`config.mk`:
```
export PLATFORM = sky130hd
export DESIGN_NAME = branch_resolve_unit
export DESIGN_NICKNAME = d
export VERILOG_FILES = /design/src/rtl/branch_resolve_unit_pkg.sv /design/src/rtl/branch_resolve_unit_fifo.sv /design/src/rtl/branch_resolve_unit.sv
export SDC_FILE = /design/constraint.sdc
export NUM_CORES = 1
export LEC_CHECK = 0
export ABC_AREA = 1
export BUFFER_PORTS_ARGS = -buffer_cell sky130_fd_sc_hd__buf_2
export CAP_MARGIN = 15
export CORE_ASPECT_RATIO = 0.9
export CORE_UTILIZATION = 40
export CTS_CLUSTER_DIAMETER = 30
export DETAILED_ROUTE_END_ITERATION = 8
export PLACE_DENSITY = 0.58
export SLEW_MARGIN = 30
export SYNTH_ARGS = -nofsm -noshare
export SYNTH_HDL_FRONTEND = slang
export SYNTH_SLANG_ARGS = --single-unit
export TNS_END_PERCENT = 10
```
`constraint.sdc`:
```
create_clock -name clk_i -period 5.31 [get_ports clk_i]
set_input_delay 0.531 -clock clk_i [delete_from_list [all_inputs] [get_ports clk_i]]
set_output_delay 0.531 -clock clk_i [all_outputs]
set_load 0.01 [all_outputs]
```
`src/rtl/branch_resolve_unit_pkg.sv`:
```
// Shared types and constants for the branch resolve unit and its prediction queue.
package branch_resolve_unit_pkg;

   localparam int unsigned BRU_XLEN        = 32;
   localparam int unsigned BRU_DEPTH       = 4;
   localparam int unsigned BRU_CNT_W       = 32;
   localparam int unsigned BRU_INSTR_BYTES = 4;

   // One fetch-time prediction held in flight until its instruction resolves.
   typedef struct packed {
      logic [BRU_XLEN-1:0] pc;
      logic                pred;
      logic                taken;
      logic [BRU_XLEN-1:0] pred_pc;
   } bp_entry_t;

   // Resolution bundle returned to the fetch-stage predictor.
   typedef struct packed {
      logic                branch;
      logic                jumps;
      logic                prediction;
      logic                taken;
      logic                pc_ok;
      logic [BRU_XLEN-1:0] pc;
      logic [BRU_XLEN-1:0] target;
   } bp_resolve_t;

   // Sequential next PC of an instruction; wraps at the top of the address space.
   function automatic logic [BRU_XLEN-1:0] seq_pc(input logic [BRU_XLEN-1:0] pc);
      return pc + BRU_XLEN'(BRU_INSTR_BYTES);
   endfunction

endpackage

```
`src/rtl/branch_resolve_unit_fifo.sv`:
```
// In-flight prediction queue: DEPTH-entry synchronous FIFO with push/pop/flush.
module branch_resolve_unit_fifo
   import branch_resolve_unit_pkg::*;
#(
   parameter int unsigned DEPTH = BRU_DEPTH
) (
   input  logic      clk_i,
   input  logic      rsn_i,
   input  logic      push_i,
   input  bp_entry_t wdata_i,
   input  logic      pop_i,
   input  logic      flush_i,
   output bp_entry_t rdata_o,
   output logic      full_o,
   output logic      empty_o
);

   localparam int unsigned PTR_W = $clog2(DEPTH);
   localparam int unsigned CNT_W = PTR_W + 1;

   bp_entry_t         mem_q [DEPTH];
   logic [PTR_W-1:0]  wptr_q, wptr_d;
   logic [PTR_W-1:0]  rptr_q, rptr_d;
   logic [CNT_W-1:0]  count_q, count_d;
   logic              do_push;
   logic              do_pop;

   assign full_o  = (count_q == CNT_W'(DEPTH));
   assign empty_o = (count_q == '0);
   assign rdata_o = mem_q[rptr_q];

   // A pop frees a slot in the same cycle, so a full queue may accept a push alongside it.
   assign do_pop  = pop_i & ~empty_o;
   assign do_push = push_i & (~full_o | do_pop);

   // Pointer and occupancy update; flush discards everything including a same-cycle push.
   always_comb begin
      wptr_d  = wptr_q;
      rptr_d  = rptr_q;
      count_d = count_q;
      if (flush_i) begin
         wptr_d  = '0;
         rptr_d  = '0;
         count_d = '0;
      end else begin
         if (do_push) wptr_d = wptr_q + PTR_W'(1);
         if (do_pop)  rptr_d = rptr_q + PTR_W'(1);
         count_d = count_q + CNT_W'(do_push) - CNT_W'(do_pop);
      end
   end

   // Pointer and occupancy registers.
   always_ff @(posedge clk_i or negedge rsn_i) begin
      if (!rsn_i) begin
         wptr_q  <= '0;
         rptr_q  <= '0;
         count_q <= '0;
      end else begin
         wptr_q  <= wptr_d;
         rptr_q  <= rptr_d;
         count_q <= count_d;
      end
   end

   // Entry storage.
   always_ff @(posedge clk_i or negedge rsn_i) begin
      if (!rsn_i) begin
         for (int i = 0; i < int'(DEPTH); i++) mem_q[i] <= '0;
      end else if (do_push && !flush_i) begin
         mem_q[wptr_q] <= wdata_i;
      end
   end

endmodule

```
`src/rtl/branch_resolve_unit.sv`:
```
// Execute-stage branch resolution: matches resolving instructions against queued
// fetch predictions, raises redirects on mispredict and reports outcomes to the predictor.
module branch_resolve_unit
   import branch_resolve_unit_pkg::*;
#(
   parameter int unsigned DEPTH = BRU_DEPTH
) (
   input  logic                 clk_i,
   input  logic                 rsn_i,
   input  logic                 fetch_valid_i,
   input  logic [BRU_XLEN-1:0]  fetch_pc_i,
   input  logic                 fetch_pred_i,
   input  logic                 fetch_taken_i,
   input  logic [BRU_XLEN-1:0]  fetch_pred_pc_i,
   output logic                 fetch_stall_o,
   input  logic                 ex_valid_i,
   input  logic [BRU_XLEN-1:0]  ex_pc_i,
   input  logic                 ex_branch_i,
   input  logic                 ex_jumps_i,
   input  logic [BRU_XLEN-1:0]  ex_target_i,
   output logic                 alu_branch_o,
   output logic                 alu_jumps_o,
   output logic                 alu_prediction_o,
   output logic                 alu_taken_o,
   output logic                 alu_pc_ok_o,
   output logic [BRU_XLEN-1:0]  alu_branch_pc_o,
   output logic [BRU_XLEN-1:0]  target_pc_o,
   output logic                 redirect_o,
   output logic [BRU_XLEN-1:0]  redirect_pc_o,
   output logic [BRU_CNT_W-1:0] branch_cnt_o,
   output logic [BRU_CNT_W-1:0] mispred_cnt_o
);

   bp_entry_t              push_entry;
   bp_entry_t              head;
   logic                   q_full;
   logic                   q_empty;
   logic                   head_hit;
   logic                   eff_pred;
   logic                   eff_taken;
   logic [BRU_XLEN-1:0]    eff_pred_pc;
   logic [BRU_XLEN-1:0]    fetched_next;
   logic [BRU_XLEN-1:0]    actual_next;
   logic                   mispredict;

   bp_resolve_t            res_q, res_d;
   logic                   redirect_q, redirect_d;
   logic [BRU_XLEN-1:0]    redirect_pc_q, redirect_pc_d;
   logic [BRU_CNT_W-1:0]   branch_cnt_q, branch_cnt_d;
   logic [BRU_CNT_W-1:0]   mispred_cnt_q, mispred_cnt_d;

   assign push_entry = '{pc:      fetch_pc_i,
                         pred:    fetch_pred_i,
                         taken:   fetch_taken_i,
                         pred_pc: fetch_pred_pc_i};

   branch_resolve_unit_fifo #(
      .DEPTH (DEPTH)
   ) u_fifo (
      .clk_i   (clk_i),
      .rsn_i   (rsn_i),
      .push_i  (fetch_valid_i),
      .wdata_i (push_entry),
      .pop_i   (ex_valid_i),
      .flush_i (mispredict),
      .rdata_o (head),
      .full_o  (q_full),
      .empty_o (q_empty)
   );

   assign fetch_stall_o = q_full;

   // Head prediction only counts when it belongs to the resolving instruction.
   always_comb begin
      head_hit     = ~q_empty & (head.pc == ex_pc_i);
      eff_pred     = head_hit & head.pred;
      eff_taken    = head_hit & head.taken;
      eff_pred_pc  = q_empty ? '0 : head.pred_pc;
      fetched_next = (eff_pred & eff_taken) ? eff_pred_pc : seq_pc(ex_pc_i);
      actual_next  = (ex_branch_i & ex_jumps_i) ? ex_target_i : seq_pc(ex_pc_i);
      mispredict   = ex_valid_i & (fetched_next != actual_next);
   end

   // Next-state for the resolution bundle, redirect and saturating counters.
   always_comb begin
      res_d         = '0;
      redirect_d    = 1'b0;
      redirect_pc_d = '0;
      branch_cnt_d  = branch_cnt_q;
      mispred_cnt_d = mispred_cnt_q;
      if (ex_valid_i) begin
         res_d.branch     = ex_branch_i;
         res_d.jumps      = ex_jumps_i;
         res_d.prediction = eff_pred;
         res_d.taken      = eff_taken;
         res_d.pc_ok      = (eff_pred_pc == ex_target_i);
         res_d.pc         = ex_pc_i;
         res_d.target     = ex_target_i;
         if (ex_branch_i && (branch_cnt_q != '1)) begin
            branch_cnt_d = branch_cnt_q + BRU_CNT_W'(1);
         end
      end
      if (mispredict) begin
         redirect_d    = 1'b1;
         redirect_pc_d = actual_next;
         if (mispred_cnt_q != '1) begin
            mispred_cnt_d = mispred_cnt_q + BRU_CNT_W'(1);
         end
      end
   end

   // Output and counter registers.
   always_ff @(posedge clk_i or negedge rsn_i) begin
      if (!rsn_i) begin
         res_q         <= '0;
         redirect_q    <= 1'b0;
         redirect_pc_q <= '0;
         branch_cnt_q  <= '0;
         mispred_cnt_q <= '0;
      end else begin
         res_q         <= res_d;
         redirect_q    <= redirect_d;
         redirect_pc_q <= redirect_pc_d;
         branch_cnt_q  <= branch_cnt_d;
         mispred_cnt_q <= mispred_cnt_d;
      end
   end

   assign alu_branch_o     = res_q.branch;
   assign alu_jumps_o      = res_q.jumps;
   assign alu_prediction_o = res_q.prediction;
   assign alu_taken_o      = res_q.taken;
   assign alu_pc_ok_o      = res_q.pc_ok;
   assign alu_branch_pc_o  = res_q.pc;
   assign target_pc_o      = res_q.target;
   assign redirect_o       = redirect_q;
   assign redirect_pc_o    = redirect_pc_q;
   assign branch_cnt_o     = branch_cnt_q;
   assign mispred_cnt_o    = mispred_cnt_q;

endmodule
```
# Word-level counts from Yosys, hierarchy flattened

Cells that the tools add are included.

Multiplexer cells: 17
Magnitude comparators: 3
Eq/ne operators: 6
Add/sub/neg operators: 7
Reduce and logical (&&, ||, !) cells: 9
Bitwise operators: 13

Operator list:

| kind                                                        | count |
|---|---|
| bitwise mux 264 bit                                         | 1 |
| two-way mux 66 bit                                          | 3 |
| binary-select mux 66 bit (select 2 bit)                     | 1 |
| demux 66 bit (select 2 bit)                                 | 1 |
| two-way mux 32 bit                                          | 4 |
| two-way mux 69 bit                                          | 1 |
| adder 32 x 1 -> 32 bit (second input constant)              | 2 |
| == test 32 bit                                              | 2 |
| inequality test 32 bit (second input constant)              | 2 |
| adder 32 x 3 -> 32 bit (second input constant)              | 1 |
| inequality test 32 bit                                      | 1 |
| bitwise AND 1 bit                                           | 8 |
| two-way mux 2 bit                                           | 4 |
| greater-or-equal comparator 3 bit (second input constant)   | 2 |
| NOT 2 -> 3 bit                                              | 2 |
| adder 2 x 1 -> 2 bit (second input constant)                | 2 |
| AND reduction 2 bit                                         | 2 |
| nonzero test 2 bit                                          | 2 |
| adder 3 x 1 -> 3 bit                                        | 1 |
| == test 3 bit (second input constant)                       | 1 |
| logical AND 1 bit                                           | 3 |
| zero test 3 bit                                             | 1 |
| less-than comparator 3 x 1 -> 1 bit (second input constant) | 1 |
| two-way mux 3 bit                                           | 1 |
| 5 further kinds                                             | 6 |

Output and inout bits: 167
Input port bits: 136
Flip-flop bits (word level): 437

# Depth between registers and ports, before layout

Gate-level depths: netlist of run 1.

Depth after elaboration: 13
Mapped depth: 31

# By module

From an unflattened synthesis of run 1, not the netlist that was laid out.

Cells, all modules: 3106
Area, all modules: 22696.8 sq um

Modules (own cells, without submodules):

| module                   | sequential area each (sq um) | cells an instance | times used | area an instance (sq um) |
|---|---|---|---|---|
| branch_resolve_unit_fifo | 6781.5                       | 1546              | 1          | 12190.4 |
| branch_resolve_unit      | 4154.0                       | 1560              | 1          | 10506.3 |

# Worst setup path before layout of run 1

No wires, ideal clock.

Path kind: input to register
Start: input ex_pc_i[2]
End: register u_fifo.mem_q[24] (netlist name)
Path slack: 2.232 ns
Stages: 22
Data arrival time: 2.960 ns
Cell sequence: ha_1 > nand2_1 > nor2_1 > nand4_1 > nor2_1 > nand3_1 > nand3b_1 > xor2_1 > o21ai_0 > nand3_1 > nand2_1 > nand2_1 > nor2_1 > nand2_1 > nor2_1 > nand2_1 > nand2_4 > nand3_2 > buf_2 > buf_6 > nand2_1 > nand2_1

Word-level cells in the longest chain between the ends: 9

Ends and longest elaborated chain:

| what                                                           | line                           | source |
|---|---|---|
| from (decl)                                                    | branch_resolve_unit.sv:17      | `input logic [BRU_XLEN-1:0] ex_pc_i,` |
| branches (longest 5 deep; another with adder 32 x 3 -> 32 bit) | -                              |  |
| inequality test 32 bit (*)                                     | branch_resolve_unit.sv:81      | `mispredict = ex_valid_i & (fetched_next != actual_next);` |
| bitwise AND 1 bit (*)                                          | branch_resolve_unit.sv:81      |  |
| zero test 1 bit (*)                                            | branch_resolve_unit_fifo.sv:69 | `end else if (do_push && !flush_i) begin` |
| logical AND 1 bit (*)                                          | branch_resolve_unit_fifo.sv:69 |  |
| to (signal, indexed assignment)                                | branch_resolve_unit_fifo.sv:70 | `mem_q[wptr_q] <= wdata_i;` |
| to (decl)                                                      | branch_resolve_unit_fifo.sv:21 | `bp_entry_t mem_q [DEPTH];` |

Mark *: on every way between the ends.
A chain may end at the register's enable or synchronous reset.

# Worst setup path after layout of run 1

Start: register u_fifo.rptr_q[0]
End: register u_fifo.mem_q[64] (netlist name)

Word-level cells in the longest chain between the ends: 13

Ends and longest elaborated chain:

| what                                                       | line                                                 | source |
|---|---|---|
| from (decl)                                                | branch_resolve_unit_fifo.sv:23                       | `logic [PTR_W-1:0] rptr_q, rptr_d;` |
| from (signal assigned)                                     | branch_resolve_unit_fifo.sv:60                       | `rptr_q <= rptr_d;` |
| NOT 2 -> 3 bit (not written as such) (*)                   | branch_resolve_unit_fifo.sv:30                       | `assign rdata_o = mem_q[rptr_q];` |
| binary-select mux 66 bit (select 2 bit) (*)                | branch_resolve_unit_fifo.sv:30                       |  |
| two-way mux 66 bit (not written as such) (*) (2 in series) | branch_resolve_unit_fifo.sv:30                       |  |
| == test 32 bit                                             | branch_resolve_unit.sv:75                            | `head_hit = ~q_empty & (head.pc == ex_pc_i);` |
| bitwise AND 1 bit                                          | branch_resolve_unit.sv:75                            |  |
| bitwise AND 1 bit, on equally long branches                | branch_resolve_unit.sv:76, branch_resolve_unit.sv:77 |  |
| bitwise AND 1 bit                                          | branch_resolve_unit.sv:79                            | `fetched_next = (eff_pred & eff_taken) ? eff_pred_pc : seq_pc(ex_pc_i);` |
| two-way mux 32 bit (*)                                     | branch_resolve_unit.sv:79                            |  |
| inequality test 32 bit (*)                                 | branch_resolve_unit.sv:81                            |  |
| bitwise AND 1 bit (*)                                      | branch_resolve_unit.sv:81                            |  |
| zero test 1 bit (*)                                        | branch_resolve_unit_fifo.sv:69                       |  |
| logical AND 1 bit (*)                                      | branch_resolve_unit_fifo.sv:69                       |  |

Every way passes the cells marked *; elsewhere a longest branch is shown, timed or not. The select of a mux whose other input is x is not followed.

==> summary.md, run 1 <==
| Metric | Value |
|---|---|
| Outcome | completed |
| Fill cell count | 5,547 |
| Max-cap violations | 0 |
| GRT overflow | 0 |
| WHS Path Cells | 3 |
| Worst Path Buf+Inv | 5 |
| CTS H-tree lvls | 3 |
| Initial core utilization | 40.5% |
| Ratio of cells with drive above 1 in the final layout | 15.9% |
| Met3 layer usage reported by global route | 7.03% |
| Vias | 22,600 |
| Core ar. | 0.0571 mm2 |
| Latest clock arrival within the worst-skew pair | 0.65 ns |
| Residual DRC count | 0 |
| GRT met1 Usage | 40.1% |
| # setup viols final | 0 |
| Final hold vios | 0 |
| First-pass GRT wire length | 131,000 um |
| CP startpoint | u_fifo.rptr_q[0]$_DFFE_PN0P_ |
| Inst Count DP | 3,958 |
| DR vias/cell | 5.45 |
| YS warnings | 0 |
| Leakage | 15.1 nW |
| Crit path kind | flop to flop |
| Ports | 303 |
| CTS tree | done |
| Most Crowded Layer GR | met2 |
| Vias in the first global route | 21,600 |
| CTS sink cnt | 437 |
| CTS Root Buffer Type | clkbuf_16 |
| Initial antenna violation count | 12 |
| Worst Setup End Kind | flop |
| Wirelength per Cell | 20.5 um |
| Syn Std Cell Area | 0.0232 mm2 |
| Slew Limit Fails | 0 |
| Worst Skew | 0.0316 ns |
| R2R cell count | 21 |
| Family with the most delay on the worst path | simple AND/OR/NAND/NOR gates |
| Final std cells w/o fill | 4,151 |
| Critical path cell sequence | clkinv_2, buf_4, nand2_1, a32o_1, nor2_2, buf_4, nand3_2, buf_4, nand2_1, nand3b_1, nand2_1, nand2_1, nor2_1, nand2_1, nor2_1, nand2_1, nand2_8, nand3_2, buf_4, nand2_1, nand2_1 |
| GPL Wtd Cong | 0.979 |
| DP Worst Slack | 0.995 ns |
| # rows | 83 |
| Tcrit/Tclk final | 82.7% |
| Critical path fanouts, max | 38 |
| Largest net degree at the start of global routing | 148 |
| RSZ-0062 raised after global routing | no |
| Min-Delay Path Class | input port to flop |
| Fmax | 228 MHz |
| Netlist cell types | 38 |
| Peak supply drop | 0.311 mV |
| Slew headroom | 33.8% |
| Drt total wl | 85,200 um |
| Register area | 0.0109 mm2 |
| Most used cell, CP | nand2_1 |
| Total Die Area | 0.0588 mm2 |
| Setup_tns | 0 ns |
| Pwr dens | 502 mW/mm2 |
| Worst-case clock buffer depth | 3 |
| Drt first-iter violations | 2,462 |
| P&R area growth vs syn | 23.9% |
| Die X | 256 um |
| CTS Buf Count | 99 |
| Met2 Usage GRT | 43.4% |
| Min Clock Period, post-route | 4.39 ns |
| Post-synthesis sequential area ratio | 47.2% |
| Final worst slack | 0.917 ns |
| Slowest cell on crit path | dfrtp_4 |
| WP depth | 21 |
| Syn_area_per_cell | 7.59 um2 |
| CP peak stage delay | 0.49 ns |
| Post-DP HPWL | 56,700 um |
| Die H | 230 um |
| Post-cts sizing count | 0 |
| All-layer global routing usage | 28.8% |
| Total power draw | 14.4 mW |
| Worst-Margin Slew | 0.993 ns |
| Worst Min Path Start | ex_jumps_i |
| Final net count | 3,441 |
| Syn Inst Count | 3,050 |
| R2r startpoint | u_fifo.rptr_q[0]$_DFFE_PN0P_ |
| Clk slew on worst S/H paths | 0.05 ns |
| DRT antenna net count | 0 |
| Startpoint types | flop |
| Number of port buffers | 302 |
| DRT Pass-1 Iters | 6 |
| Area of the multi-input gates | 0.0104 mm2 |
| Worst Path Arrival | 4.92 ns |
| Mapped Nets | 3,196 |
| Number of synthesized register bits | 437 |
| CP required | 5.84 ns |
## layer usage
layer / vias to the layer above / wire, um
li1: 10500 / -
met1: 10900 / 37100
met2: 995 / 37500
met3: 169 / 7850
met4: 14 / 2750
met5: - / 80
## cells by family (layout without fill, tap and decap cells)
group | count (synthesis) | after routing | share of synthesized area, %
simple gates | 1892 | 1892 | 35.6
flops | 437 | 437 | 47.2
xor+xnor | 107 | 107 | 4.05
buf+inv | 408 | 738 | 7.87
fa+ha+maj | 10 | 10 | 0.573
compound gates | 196 | 196 | 4.64
other cells | 0 | 6 | 0
## sequential cells by signal, summed over array words and instances, names as in the netlist
| name | cells |
|---|---|
| alu_branch_o | 1 |
| alu_branch_pc_o | 32 |
| u_fifo.rptr_q | 2 |
| u_fifo.mem_q | 264 |
| redirect_pc_o | 32 |
| alu_pc_ok_o | 1 |
| alu_prediction_o | 1 |
| alu_jumps_o | 1 |
| mispred_cnt_o | 32 |
| branch_cnt_o | 32 |
| alu_taken_o | 1 |
| redirect_o | 1 |
| target_pc_o | 32 |
| u_fifo.count_q | 3 |
| u_fifo.wptr_q | 2 |
## tightest hold or removal path, delay by kind of cell
kind / cells / cell delay [ns]
AND/OR/NAND/NOR: 1 / 0.05
buffers and inverters: 2 / 0.14
## layout make-up
| class | instances | share of cell area [%] |
|---|---|---|
| antenna | 6 | 0.0524 |
| clock inverter | 52 | 2.53 |
| inverter | 207 | 2.73 |
| sequential | 437 | 38.2 |
| clock buffer | 134 | 9.83 |
| timing repair buffer | 345 | 6.99 |
| multi-input combinational | 2205 | 36.4 |
| tap | 765 | 3.34 |
## cell usage after synthesis, drive strengths merged
master / count / share of area (%)
nand2: 1165 / 19
dfrtp: 437 / 47
nand4: 311 / 8.4
inv: 207 / 3.4
nor2: 200 / 3.3
nand3: 152 / 3.4
o21ai: 141 / 3.0
clkbuf: 115 / 1.9
buf: 86 / 2.7
xor2: 73 / 2.8
o22ai: 37 / 1.0
xnor2: 34 / 1.3
nor3: 33 / 0.71
nor4: 15 / 0.41
nand3b: 13 / 0.42
ha: 9 / 0.49
a21oi: 5 / 0.11
a2111oi: 2 / 0.076
a211oi: 2 / 0.065
a32o: 2 / 0.086
or2: 2 / 0.054
a21boi: 1 / 0.032
a221o: 1 / 0.043
a221oi: 1 / 0.038
a22o: 1 / 0.038
fa: 1 / 0.086
o2111ai: 1 / 0.038
o211ai: 1 / 0.032
o21a: 1 / 0.032
or4: 1 / 0.032
## where the power goes
| group | leakage [nW] | switching [mW] | total (mW) | internal, mW |
|---|---|---|---|---|
| registers | 5.66 | 0.484 | 4.65 | 4.16 |
| logic | 7.71 | 2.39 | 3.43 | 1.03 |
| clock network | 1.72 | 2.03 | 6.34 | 4.31 |
| total | 15.1 | 4.90 | 14.4 | 9.50 |
## repair_timing
action | 4_1_cts | 5_1_grt
hold endpoints to repair | 28 | 0
setup buffers | 0 | 0
hold buffers | 1 | 0
## path summary, 6_finish.rpt
kind | to | slack [ns]
hold / removal | alu_jumps_o$_DFF_PN0_ | 0.12
setup / recovery | u_fifo.mem_q[64]$_DFFE_PN0P_ | 0.92
min in group asynchronous | u_fifo.mem_q[38]$_DFFE_PN0P_ | 0.37
max in group asynchronous | u_fifo.rptr_q[0]$_DFFE_PN0P_ | 3.70
hold reg to reg | u_fifo.mem_q[80]$_DFFE_PN0P_ | 0.46
setup reg to reg | u_fifo.mem_q[64]$_DFFE_PN0P_ | 0.92
## stage by stage
step / util [%] / hold WS, ns / instance area (um2)
2_1_floorplan: - / 0.235 / 23200
3_3_place_gp: 43.9 / 0.418 / 25100
3_5_place_dp: 43.9 / 0.421 / 25100
4_1_cts: 50.2 / 0.0907 / 28600
5_1_grt: 50.2 / 0.101 / 28700
6_report: 50.2 / 0.124 / 28700
## layout by cell type (no fill, tap or decap), types with 4 or more instances in the layout
cell type | netlist | routed
a21oi_1 | 5 | 5
buf_12 | 0 | 12
buf_2 | 35 | 301
buf_4 | 32 | 28
bufinv_16 | 0 | 12
clkbuf_1 | 115 | 14
clkbuf_16 | 0 | 99
clkbuf_8 | 0 | 21
clkinv_2 | 0 | 19
clkinvlp_4 | 0 | 10
dfrtp_1 | 437 | 435
diode_2 | 0 | 6
ha_1 | 9 | 5
inv_1 | 203 | 202
inv_6 | 0 | 4
nand2_1 | 1164 | 1164
nand3_1 | 146 | 146
nand3_2 | 6 | 6
nand3b_1 | 13 | 13
nand4_1 | 311 | 311
nor2_1 | 198 | 197
nor3_1 | 33 | 33
nor4_1 | 15 | 15
o21ai_0 | 138 | 138
o22ai_1 | 37 | 37
xnor2_1 | 34 | 34
xor2_1 | 73 | 73
Note: power is estimated with default switching activity, not from simulation.
==> run 2: changes to the inputs <==
- ABC_AREA: 1 -> 0
- clock period: 5.31 -> 4.43 ns (I/O delays scaled with it)
==> summary.md, run 2 <==
| Metric | Value |
|---|---|
| Outcome | finished with violations |
| Failing checks | negative setup slack |
| Fmax | 225 MHz |
| Clk slew on worst S/H paths | 0.05 ns |
| Inst Count DP | 2,750 |
| WHS Path Cells | 2 |
| Final instance area | 0.0286 mm2 |
| CP peak stage delay | 0.60 ns |
| Number of port buffers | 302 |
| Final std cells w/o fill | 2,958 |
| Tcrit/Tclk final | 100% |
| FFs w/ async S/R, synth | 100% |
| Worst Min Path Start | fetch_pc_i[27] |
| CTS Root Buffer Type | clkbuf_16 |
| Commonest non-fill, non-tap cell in the layout | dfrtp_1 |
| DRT Pass-1 Iters | 5 |
| # rows | 80 |
| Total Die Area | 0.0545 mm2 |
| GPL Wtd Cong | 0.920 |
| Worst Setup End Kind | flop |
| Yosys top cell area share | 51.0% |
| Syn Std Cell Area | 0.0214 mm2 |
| Netlist cell types | 72 |
| YS warnings | 0 |
| RSZ-0062 raised after global routing | yes |
| Slew Limit Fails | 0 |
| Vias | 15,900 |
| Final worst slack | -0.0120 ns |
| Max reg flops | 264 |
| DRT antenna net count | 0 |
| Die X | 246 um |
| Worst Path Arrival | 4.94 ns |
| Critical path fanouts, max | 17 |
| Largest net degree at the start of global routing | 109 |
| Commonest cells in the synthesized netlist | 437 x dfrtp_1, 266 x mux2_1, 106 x xnor2_1, 97 x nand2_1, 84 x nor2_1 |
| DP Worst Slack | -0.155 ns |
| Post-synth top flop | dfrtp_1 |
| Vias in the first global route | 16,500 |
| Slowest cell on crit path | or4_4 |
| DR vias/cell | 5.37 |
| Startpoint types | flop |
| Drt total wl | 68,400 um |
| Peak supply drop | 0.432 mV |
| Worst Skew | 0.0206 ns |
| R2r startpoint | u_fifo.rptr_q[1]$_DFFE_PN0P_ |
| Worst r2r dst | u_fifo.mem_q[133]$_DFFE_PN0P_ |
| Slew headroom | 40.2% |
| CTS H-tree lvls | 3 |
| Commonest non-fill, non-tap cells in the layout | 435 x dfrtp_1, 301 x buf_2, 215 x mux2_1, 130 x buf_4, 101 x xnor2_1 |
| CTS tree | done |
| Hold Crit Endpoint | u_fifo.mem_q[127]$_DFFE_PN0P_ |
| Critical path cell sequence | buf_12, buf_12, mux2i_1, xnor2_1, nor4_2, a21oi_2, or4_4, nor2_1, buf_4, nand4_1, a32oi_1, nand4_1, o21ai_4, and3_4, buf_12, buf_12, mux2_1 |
| Most used cell, CP | buf_12 |
| Ratio of cells with drive above 1 in the final layout | 35.5% |
| Placed cell areas | 0.0244 mm2 |
| First-pass GRT wire length | 103,000 um |
| Synth top area cells | dfrtp_1 51%, mux2_1 14%, mux4_2 5.6%, xnor2_1 4.3%, xor2_1 3.1% |
| Drt first-iter violations | 896 |
| # setup viols final | 7 |
| R2R cell count | 17 |
| Final hold vios | 0 |
| Fill cell count | 4,496 |
| Die H | 222 um |
| Count leader, synth | dfrtp_1 |
| Final Util | 54.0% |
| CTS Buf Count | 98 |
| Leakage | 13.0 nW |
| Worst-Margin Slew | 0.889 ns |
| Top reg by flops | u_fifo.mem_q |
| Setup_tns | -0.0483 ns |
| Initial antenna violation count | 6 |
| EDFF count, synth | 0 |
| Syn_area_per_cell | 12.5 um2 |
| Family with the most delay on the worst path | simple AND/OR/NAND/NOR gates |
| Pwr dens | 663 mW/mm2 |
| Residual DRC count | 0 |
| CTS sink cnt | 437 |
| Wirelength per Cell | 23.1 um |
| Mapped Nets | 1,855 |
| Core ar. | 0.0530 mm2 |
| Initial core utilization | 40.5% |
| Final net count | 2,319 |
| Syn Inst Count | 1,709 |
| Max-cap violations | 0 |
| Worst Path Buf+Inv | 5 |
| Worst-case clock buffer depth | 3 |
| Register area | 0.0109 mm2 |
| Latest clock arrival within the worst-skew pair | 0.64 ns |
| GRT overflow | 0 |
| P&R area growth vs syn | 33.5% |
| Post-synthesis sequential area ratio | 51.0% |
| CP required | 4.93 ns |
| Min-Delay Path Class | input port to flop |
| Number of synthesized register bits | 437 |
| Ports | 303 |
| Worst R2R Setup Slack | -0.01 ns |
| Crit path kind | flop to flop |
| Post-synth top area cell | dfrtp_1 |
| All-layer global routing usage | 25.4% |
| Area of the multi-input gates | 0.0102 mm2 |
| Post-DP HPWL | 48,300 um |
| Min Clock Period, post-route | 4.44 ns |
[run 2: cell types whose count changed in the layout (fill, tap and decap cells not counted), moves of 72 or more]
cell     change
inv_1      -184
nand2_1   -1068
nand4_1    -281
mux2_1     +215
nand3_1     -97
o21ai_0    -124
buf_4      +102
nor2_1     -113
and2_1      +72
[run 2: worst reg2reg max path, cell delays in order, from the launching register on]
cell and delay, ns:
dfrtp_4 0.48, buf_12 0.16, buf_12 0.16, mux2i_1 0.24
xnor2_1 0.14, nor4_2 0.38, a21oi_2 0.07, or4_4 0.60
nor2_1 0.14, buf_4 0.16, nand4_1 0.10, a32oi_1 0.24
nand4_1 0.22, o21ai_4 0.26, and3_4 0.28, buf_12 0.13
buf_12 0.16, mux2_1 0.39
[run 2: area by class of cell]
type                    count  share of cell area [%]
flip-flops and latches    437                    38.3
multi-input cells        1152                    35.5
repair buffers            463                    11.0
clock buffers             119                    9.38
well taps                 697                    3.05
clock inverters            66                    2.54
inverters                  21                   0.276
diodes                      3                  0.0262
[run 2: cells by family (layout without fill, tap and decap cells)]
group / count (synthesis) / in the layout / synth area share (%)
simple gates: 472 / 472 / 11.5
flops: 437 / 437 / 51.0
mux: 354 / 354 / 21.2
xor+xnor: 183 / 183 / 7.55
compound gates: 133 / 133 / 4.48
buf+inv: 120 / 669 / 3.56
fa+ha+maj: 10 / 10 / 0.619
other cells: 0 / 3 / 0
[run 2: repair_timing]
| action | 4_1_cts | 5_1_grt |
|---|---|---|
| hold buffers | 1 | 0 |
| gates cloned | 5 | 0 |
| pin swaps | 10 | 8 |
| gates resized for setup | 22 | 78 |
| buffers inserted | 13 | 1 |
| endpoints found under the hold margin | 98 | 0 |
| endpoints found under the setup margin | 308 | 312 |
[run 2: worst max path at each step]
stage / cells past startpoint / from / slack (ns) / endpoint
6_report: 17 / u_fifo.rptr_q[1]$_DFFE_PN0P_ / -0.01 / u_fifo.mem_q[133]$_DFFE_PN0P_
5_1_grt: 19 / u_fifo.rptr_q[1]$_DFFE_PN0P_ / -0.1 / u_fifo.mem_q[160]$_DFFE_PN0P_
4_1_cts: 16 / u_fifo.rptr_q[0]$_DFFE_PN0P_ / -0.03 / u_fifo.mem_q[169]$_DFFE_PN0P_
3_5_place_dp: 15 / u_fifo.rptr_q[1]$_DFFE_PN0P_ / -0.15 / u_fifo.mem_q[102]$_DFFE_PN0P_
3_3_place_gp: 15 / u_fifo.rptr_q[1]$_DFFE_PN0P_ / -0.15 / redirect_pc_o[29]$_DFF_PN0_
2_1_floorplan: 16 / ex_pc_i[6] / 0.54 / u_fifo.mem_q[0]$_DFFE_PN0P_
[run 2: through the flow]
stage / power, mW / hold slack [ns]
global placement: 11.1 / 0.461
global route: 19.9 / 0.0461
floorplan: 9.25 / 0.147
finish: 19.0 / 0.0719
detailed placement: 11.2 / 0.469
CTS: 18.8 / 0.0373
[run 2: power by group]
group	switching, mW	leakage (nW)	internal [mW]
logic	2.90	5.86	2.94
clock network	2.41	1.60	4.87
registers	0.657	5.52	5.19
[run 2: per-layer routing]
metal | share of wire (%) | GRT usage [%] | vias up
met1 | 45 | 35.7 | 8163
li1 | - | - | 7117
met3 | 6.4 | 6.05 | 96
met2 | 46 | 39.2 | 488
met4 | 1.9 | 6.95 | 8
met5 | 0.083 | 0 | -
==> run 3: changes to the inputs <==
==> constraint.sdc (replaced) <==
create_clock -name clk_i -period 4.43 [get_ports clk_i]
set_input_delay 0.886 -clock clk_i [delete_from_list [all_inputs] [get_ports clk_i]]
set_output_delay 0.886 -clock clk_i [all_outputs]
set_load 0.01 [all_outputs]
==> summary.md, run 3 (synthesized netlist as in run 2, its figures left out) <==
| Metric | Value |
|---|---|
| Critical path fanouts, max | 6 |
| Max-cap violations | 0 |
| CP required | 4.93 ns |
| CTS Root Buffer Type | clkbuf_16 |
| Fmax | 217 MHz |
| Commonest non-fill, non-tap cell in the layout | dfrtp_1 |
| First-pass GRT wire length | 104,000 um |
| Commonest non-fill, non-tap cells in the layout | 435 x dfrtp_1, 301 x buf_2, 256 x mux2_1, 202 x buf_4, 106 x clkbuf_16 |
| Final net count | 2,403 |
| CTS sink cnt | 437 |
| CTS H-tree lvls | 3 |
| Die H | 222 um |
| Initial core utilization | 40.5% |
| Initial antenna violation count | 7 |
| Hold WS | 0.258 ns |
| Drt total wl | 69,800 um |
| Worst R2R Setup Slack | -0.17 ns |
| Worst Path Arrival | 5.10 ns |
| DRT antenna net count | 0 |
| Largest net degree at the start of global routing | 92 |
| Pwr dens | 662 mW/mm2 |
| Crit path kind | flop to flop |
| Clk slew on worst S/H paths | 0.04 ns |
| Register area | 0.0109 mm2 |
| Die X | 246 um |
| Wirelength per Cell | 22.9 um |
| Worst-case clock buffer depth | 3 |
| GPL Wtd Cong | 0.943 |
| Worst Setup End Kind | flop |
| Latest clock arrival within the worst-skew pair | 0.64 ns |
| Top sig layer | met5 |
| Total Die Area | 0.0545 mm2 |
| Top reg by flops | u_fifo.mem_q |
| Slew headroom | 47.4% |
| Final hold vios | 0 |
| Max reg flops | 264 |
| Peak supply drop | 0.360 mV |
| Post-DP HPWL | 49,200 um |
| Worst Skew | 0.0216 ns |
| DR vias/cell | 5.34 |
| Residual DRC count | 0 |
| Drt first-iter violations | 1,092 |
| CTS Hold Buffers Added | 0 |
| Final worst slack | -0.171 ns |
| P&R area growth vs syn | 37.8% |
| Ratio of cells with drive above 1 in the final layout | 36.7% |
| Worst-Margin Slew | 0.789 ns |
| Core ar. | 0.0530 mm2 |
| Slew Limit Fails | 0 |
| Outcome | finished with violations |
| CTS Buf Count | 99 |
| All-layer global routing usage | 25.7% |
| Startpoint types | flop |
| # setup viols final | 259 |
| Min Clock Period, post-route | 4.60 ns |
| RSZ-0062 raised after global routing | yes |
| DRT Pass-1 Iters | 5 |
| Failing checks | negative setup slack |
| Min-Delay Path Class | input port to asynchronous set/reset pin |
| Vias in the first global route | 16,600 |
| # rows | 80 |
| Fill cell count | 4,430 |
| Ports | 303 |
| Routed met3 length | 4010 um |
| GRT overflow | 0 |
| Final instance area | 0.0295 mm2 |
| Area of the multi-input gates | 0.0102 mm2 |
| Placed cell areas | 0.0250 mm2 |
| CTS tree | done |
| Leakage | 13.5 nW |
| Number of port buffers | 302 |
| Vias | 16,300 |
| Wire length on met2 | 32,200 um |
| Tcrit/Tclk final | 104% |
| M1 WL | 32,100 um |
[run 3: path summary, 6_finish.rpt]
check | startpoint | to | cells after the start
setup / recovery | u_fifo.rptr_q[0]$_DFFE_PN0P_ | u_fifo.mem_q[45]$_DFFE_PN0P_ | 18
setup reg to reg | u_fifo.rptr_q[0]$_DFFE_PN0P_ | u_fifo.mem_q[45]$_DFFE_PN0P_ | 18
hold reg to reg | u_fifo.mem_q[94]$_DFFE_PN0P_ | u_fifo.mem_q[94]$_DFFE_PN0P_ | 1
max in group asynchronous | rsn_i | u_fifo.mem_q[199]$_DFFE_PN0P_ | 3
min in group clk_i | u_fifo.mem_q[94]$_DFFE_PN0P_ | u_fifo.mem_q[94]$_DFFE_PN0P_ | 1
hold / removal | rsn_i | branch_cnt_o[26]$_DFFE_PN0P_ | 1
[run 3: final cells by class]
class / instances / area share (%)
Tap cell: 697 / 2.95
Clock buffer: 124 / 9.29
Clock inverter: 63 / 2.92
Sequential cell: 437 / 37.1
Antenna cell: 4 / 0.0339
Inverter: 21 / 0.267
Timing Repair Buffer: 546 / 13.1
Multi-Input combinational cell: 1152 / 34.4
[run 3: repair_timing]
action	4_1_cts	5_1_grt
setup buffers	20	13
pin swaps	16	12
gates resized for setup	57	29
hold endpoints to repair	0	0
endpoints found under the setup margin	306	320
gates cloned	4	6
[run 3: worst max-delay path, cell delays in order, from the launching register on]
cell,delay [ns]
dfrtp_4,0.50
buf_12,0.16
mux4_2,0.57
xnor2_4,0.18
and4_1,0.20
nand4b_1,0.13
buf_6,0.15
nor4_4,0.07
buf_12,0.14
buf_4,0.13
or4_4,0.54
a32oi_2,0.26
o2111ai_4,0.17
o21ai_4,0.26
and3_4,0.28
buf_12,0.17
buf_6,0.12
buf_16,0.12
mux2_1,0.32
[run 3: layer usage]
layer	track usage [%]	vias to the layer above
met5	0	-
met4	6.65	8
met3	5.35	90
met2	39.6	530
met1	36.7	8313
li1	-	7318
[run 3: through the flow]
step / TNS [ns] / power (mW) / utilization (%) / setup WS [ns] / instances
detailed placement: -132.36 / 11.4 / 47.2 / -0.478 / 2822
CTS: -8.51 / 19.5 / 55.1 / -0.111 / 3028
global placement: -126.48 / 11.2 / 47.2 / -0.446 / 2822
floorplan: 0 / 9.25 / - / 0.0982 / 1709
global route: -69.98 / 20.5 / 55.8 / -0.316 / 3041
finish: -20.20 / 19.5 / 55.8 / -0.171 / 3044
[run 3: power by group]
group / internal [mW] / total (mW) / leakage, nW / switching, mW
Combinational: 2.97 / 5.95 / 6.24 / 2.98
Clock: 5.38 / 7.74 / 1.73 / 2.37
Sequential: 5.20 / 5.85 / 5.52 / 0.656
